--- config.mk ---
export PLATFORM = sky130hd
export DESIGN_NAME = pipeline_hazard_ctrl
export DESIGN_NICKNAME = d
export VERILOG_FILES = /design/src/rtl/pipeline_hazard_ctrl_pkg.sv /design/src/rtl/pipeline_hazard_ctrl_hazard_detect.sv /design/src/rtl/pipeline_hazard_ctrl.sv
export SDC_FILE = /design/constraint.sdc
export NUM_CORES = 1
export LEC_CHECK = 0
export CAP_MARGIN = 20
export CORE_AREA = 2 2 73 75
export CTS_CLUSTER_SIZE = 24
export DETAILED_ROUTE_END_ITERATION = 10
export DIE_AREA = 0 0 75 77
export PLACE_DENSITY_LB_ADDON = 0.3
export SYNTH_ARGS = -nofsm -noshare
export SYNTH_HDL_FRONTEND = slang
export SYNTH_SLANG_ARGS = --single-unit
--- constraint.sdc ---
create_clock -name clock -period 4.5 [get_ports clock]
set_clock_uncertainty 0.15 [all_clocks]
set_input_delay 0.9 -clock clock [delete_from_list [all_inputs] [get_ports clock]]
set_output_delay 0.9 -clock clock [all_outputs]
set_load 0.02 [all_outputs]
--- src/rtl/pipeline_hazard_ctrl_pkg.sv ---
// Shared definitions for the pipeline stall/flush sequencer: multdiv FSM states,
// default watchdog sizing, the nop control word and a saturating counter helper.
package pipeline_hazard_ctrl_pkg;

    typedef enum logic {
        MD_IDLE = 1'b0,
        MD_WAIT = 1'b1
    } md_state_t;

    localparam int MD_TIMEOUT_DEF = 40;
    localparam int CNT_W_DEF      = 6;

    // Control word a flushed latch loads; rd=0 so it can never create a hazard.
    localparam logic [13:0] NOP_CTRL = 14'b0;

    function automatic logic [31:0] sat_inc32(input logic [31:0] v);
        return (v == 32'hFFFF_FFFF) ? v : v + 32'd1;
    endfunction

endpackage

--- src/rtl/pipeline_hazard_ctrl_hazard_detect.sv ---
// Load-use compare: a lw in DX whose destination feeds a source the FD instruction
// actually reads. $0 is never a real dependency.
module hazard_detect
    import pipeline_hazard_ctrl_pkg::*;
(
    input  logic [4:0] fd_rs,
    input  logic [4:0] fd_rt,
    input  logic       fd_uses_rs,
    input  logic       fd_uses_rt,
    input  logic [4:0] dx_rd,
    input  logic       dx_is_load,
    output logic       load_use
);

    logic rs_hit, rt_hit;

    assign rs_hit   = fd_uses_rs && (fd_rs == dx_rd);
    assign rt_hit   = fd_uses_rt && (fd_rt == dx_rd);
    assign load_use = dx_is_load && (dx_rd != 5'd0) && (rs_hit || rt_hit);

endmodule

--- src/rtl/pipeline_hazard_ctrl.sv ---
// Central stall/flush sequencer for the 5-stage pipeline: branch flush, multdiv
// hold with watchdog, load-use bubble, and a saturating stall-cycle counter.
module pipeline_hazard_ctrl
    import pipeline_hazard_ctrl_pkg::*;
#(
    parameter int MD_TIMEOUT = MD_TIMEOUT_DEF,
    parameter int CNT_W      = CNT_W_DEF
) (
    input  logic        clock,
    input  logic        reset,
    input  logic [4:0]  fd_rs,
    input  logic [4:0]  fd_rt,
    input  logic        fd_uses_rs,
    input  logic        fd_uses_rt,
    input  logic [4:0]  dx_rd,
    input  logic        dx_is_load,
    input  logic        dx_is_mult,
    input  logic        dx_is_div,
    input  logic        xm_branch_taken,
    input  logic        md_ready,
    output logic        pc_wren,
    output logic        fd_wren,
    output logic        dx_wren,
    output logic        xm_wren,
    output logic        mw_wren,
    output logic        fd_flush,
    output logic        dx_flush,
    output logic        xm_flush,
    output logic        md_start_mult,
    output logic        md_start_div,
    output logic        md_result_sel,
    output logic        md_busy,
    output logic        md_error,
    output logic [31:0] stall_cycles
);

    md_state_t        state, state_nxt;
    logic [CNT_W-1:0] wd, wd_nxt;
    logic             load_use;
    logic             md_expired;

    hazard_detect u_hazard_detect (
        .fd_rs      (fd_rs),
        .fd_rt      (fd_rt),
        .fd_uses_rs (fd_uses_rs),
        .fd_uses_rt (fd_uses_rt),
        .dx_rd      (dx_rd),
        .dx_is_load (dx_is_load),
        .load_use   (load_use)
    );

    assign md_expired = (wd == CNT_W'(MD_TIMEOUT - 1));
    assign md_busy    = (state != MD_IDLE);
    assign mw_wren    = 1'b1;
    assign xm_wren    = 1'b1;

    // Reset forces the pass-through pattern so latches keep loading while held.
    always_comb begin
        pc_wren       = 1'b1;
        fd_wren       = 1'b1;
        dx_wren       = 1'b1;
        fd_flush      = 1'b0;
        dx_flush      = 1'b0;
        xm_flush      = 1'b0;
        md_start_mult = 1'b0;
        md_start_div  = 1'b0;
        md_result_sel = 1'b0;
        md_error      = 1'b0;
        state_nxt     = state;
        wd_nxt        = wd;
        if (!reset) begin
            case (state)
                MD_IDLE: begin
                    if (xm_branch_taken) begin
                        fd_flush = 1'b1;
                        dx_flush = 1'b1;
                    end else if (dx_is_mult || dx_is_div) begin
                        md_start_mult = dx_is_mult;
                        md_start_div  = !dx_is_mult;
                        pc_wren       = 1'b0;
                        fd_wren       = 1'b0;
                        dx_wren       = 1'b0;
                        xm_flush      = 1'b1;
                        wd_nxt        = '0;
                        state_nxt     = MD_WAIT;
                    end else if (load_use) begin
                        pc_wren  = 1'b0;
                        fd_wren  = 1'b0;
                        dx_flush = 1'b1;
                    end
                end
                MD_WAIT: begin
                    // XM only holds bubbles here, so no branch can arrive.
                    if (md_ready || md_expired) begin
                        md_result_sel = 1'b1;
                        md_error      = !md_ready;
                        state_nxt     = MD_IDLE;
                    end else begin
                        pc_wren  = 1'b0;
                        fd_wren  = 1'b0;
                        dx_wren  = 1'b0;
                        xm_flush = 1'b1;
                        wd_nxt   = wd + 1'b1;
                    end
                end
            endcase
        end
    end

    always_ff @(posedge clock or posedge reset) begin
        if (reset) begin
            state        <= MD_IDLE;
            wd           <= '0;
            stall_cycles <= '0;
        end else begin
            state <= state_nxt;
            wd    <= wd_nxt;
            if (!pc_wren)
                stall_cycles <= sat_inc32(stall_cycles);
        end
    end

endmodule

==> flow_metrics.tcl <==
set metrics [dict create \
    status "finished clean" \
    worst_pin_slew_ns 0.7371 \
    synth-main-ff-cell "dfrtp_1" \
    wl_per_cell_um 13.27 \
    cts_root_buffer "clkbuf_8" \
    rr_worst_depth 6 \
    worstPathCellList "clkdlybuf4s50_1, or4_1, o21a_1, a31o_4, inv_1, clkdlybuf4s50_1" \
    synth.avg_cell_area_um2 10.21 \
    post_cts_buffers 0 \
    antennaDiodeCount 0 \
    final_cell_mix "clkdlybuf4s50_1 (66), xnor2_1 (41), dfrtp_1 (39), nand4_1 (23), nand3_1 (18)" \
    yosysWarnings 0 \
    hp-start "stall_cycles[29]" \
    cts_resized 0 \
    max-clock-path-buffers 2 \
    place_congestion 0.7762 \
    critPathMostFrequentCell "clkdlybuf4s50_1" \
    r2r_slack_ns 1.60 \
    period_needed_ns 4.107 \
    cts_hold_buf 0 \
    htree_levels 2 \
    ir_worst_vdd_mv 0.1351 \
    cts_buffers 5 \
    drt-pass1-iter-count 4 \
    drv_slew 0 \
    hold_path_end "stall_cycles[29]" \
    core_area_um2 4977 \
    cpPeakStageDelay_ns 0.59 \
    hold_class "reg -> reg" \
    hpwl_mm 3.377 \
    final.period_utilization_pct 91.27 \
    initial_core_util_pct 44.12 \
    crit_type "in -> out" \
    ys_seq_elements 39 \
    final_cell_area_um2 3023 \
    rsz0062_at_grt "false" \
    final-hold-violation-count 0 \
    grt_pass1_wl_mm 7.935 \
    arrival_ns 3.06 \
    grtUsageTotal_pct 17.44 \
    mostFrequentLayoutCell "clkdlybuf4s50_1" \
    ant_nets 0 \
    r2r_start "stall_cycles[0]" \
    synthArstFlopShare_pct 100.0 \
    finalSetupViolations 0 \
    drc 0 \
    grt_max_degree 40 \
    fp.dieArea_um2 5775 \
    fillers 429 \
    vias_per_cell 5.183 \
    area_growth_pct 37.66 \
    maxCapViolations 0 \
    whs_path_depth 1 \
    wirelength_mm 4.710 \
    grt_pass1_vias 1714 \
    clk_latency_ns 0.30 \
    finalSetupTns_ns 0 \
    critPathMaxFanout 3 \
    cts_sinks 39 \
    worstSetupEndpointType "output pin" \
    dpl_cell_area_um2 2905 \
    multiInputGateArea_um2 1129 \
    p_leak_nw 1.211 \
    synth_edf_count 0 \
    crit_path_start_kind "primary input" \
    max_freq_mhz 243.5 \
    die_x_um 75 \
    fp.dieH_um 77 \
    postSynthCellCount 215 \
    path_clk_slew_ns 0.08 \
    crit_required_ns 3.45 \
    post-place-ws_ns 0.3625 \
    drive_above_1_share_pct 9.474 \
    layout.area.seq_um2 975.9 \
    relSlewSlack_pct 50.48 \
    antenna_found_initial 0 \
    rows 26 \
    ioPinCount 69 \
    overflow 0 \
    drt_iter0_drc 75 \
    slowest_stage "clkdlybuf4s50_1" \
    yosysSeqAreaShare_pct 44.44 \
    num_vias 1840 \
    cts_tree "yes" \
    worstReg2RegEnd "stall_cycles[1]" \
    num-nets-final 310 \
    powerDensity_nw_per_um2 325.7 \
    syn-cell-area_um2 2196 \
    setup_ws_ns 0.3930 \
    io_buffers 66 \
    synth_cell_types 43 \
]
-- critical path: cells and delay by family --
| kind | cells | cell delay (ns) |
|---|---|---|
| compound gates | 2 | 0.49 |
| buf+inv | 3 | 1.12 |
| simple gates | 1 | 0.55 |
-- power by group --
part | switching, W | total, W | internal [W]
Sequential | 0.0000496 | 0.000435 | 0.000386
Combinational | 0.000113 | 0.000245 | 0.000132
Clock | 0.000125 | 0.000304 | 0.000179
Total | 0.000288 | 0.000984 | 0.000697
-- state kept, by name, indices dropped and copies added, names as in the netlist --
register / cells
wd: 6
stall_cycles: 32
md_busy: 1
-- worst max-delay path by stage --
stage              from      end  cells past startpoint
2_1_floorplan  dx_rd[1]  pc_wren                      6
3_3_place_gp   dx_rd[1]  pc_wren                      6
3_5_place_dp   dx_rd[1]  pc_wren                      6
4_1_cts        dx_rd[1]  pc_wren                      6
5_1_grt        dx_rd[1]  pc_wren                      6
6_report       dx_rd[1]  pc_wren                      6
-- area by class of cell --
cell class	count	area share, %
Sequential cell	39	32.28
Tap cell	70	2.897
Inverter	6	0.7450
Clock inverter	2	1.159
Multi-Input combinational cell	162	37.33
Clock buffer	6	2.732
Timing Repair Buffer	70	22.85
-- Yosys cell counts (2+ instances only) --
| library cell | count | area [um2] |
|---|---|---|
| buf_6 | 3 | 33.78 |
| nand2_1 | 16 | 60.06 |
| dfrtp_1 | 39 | 975.9 |
| inv_1 | 5 | 18.77 |
| and2_1 | 3 | 18.77 |
| xnor2_1 | 41 | 359.1 |
| a21oi_1 | 2 | 10.01 |
| a21o_1 | 2 | 15.01 |
| nand4_1 | 23 | 143.9 |
| ha_1 | 2 | 25.02 |
| nor4_1 | 2 | 12.51 |
| nor2_1 | 9 | 33.78 |
| a22o_2 | 5 | 50.05 |
| nand3_1 | 18 | 90.09 |
| buf_4 | 4 | 30.03 |
| and3_1 | 9 | 56.30 |
| o21ai_0 | 2 | 10.01 |
| nor3_1 | 5 | 25.02 |
-- layer usage --
layer / global-route usage (%) / routed length (um)
met1: 23.01 / 2169
met2: 27.72 / 2232
met3: 3.811 / 230
met4: 6.250 / 77
met5: 0 / 0
-- cells by family (layout without fill, tap and decap cells) --
kind of cell	Yosys count	after routing	synth area share (%)
other cells	1	2	0.1708
xor+xnor	41	41	16.35
simple gates	95	95	24.16
mux	3	3	1.481
fa+ha+maj	2	2	1.139
flops	39	39	44.44
buf+inv	15	84	4.330
compound gates	19	19	7.921
-- through the flow --
stage / std cells / util [%] / hold WS [ns] / power, W
floorplan: 216 / - / 0.3474 / 0.0005860
global placement: 347 / 58.37 / 0.3305 / 0.0006870
detailed placement: 347 / 58.37 / 0.3389 / 0.0006890
CTS: 355 / 60.73 / 0.3500 / 0.0009940
global route: 355 / 60.73 / 0.3621 / 0.001034
finish: 355 / 60.73 / 0.3441 / 0.0009844
Power figures use the tool's default switching activity.
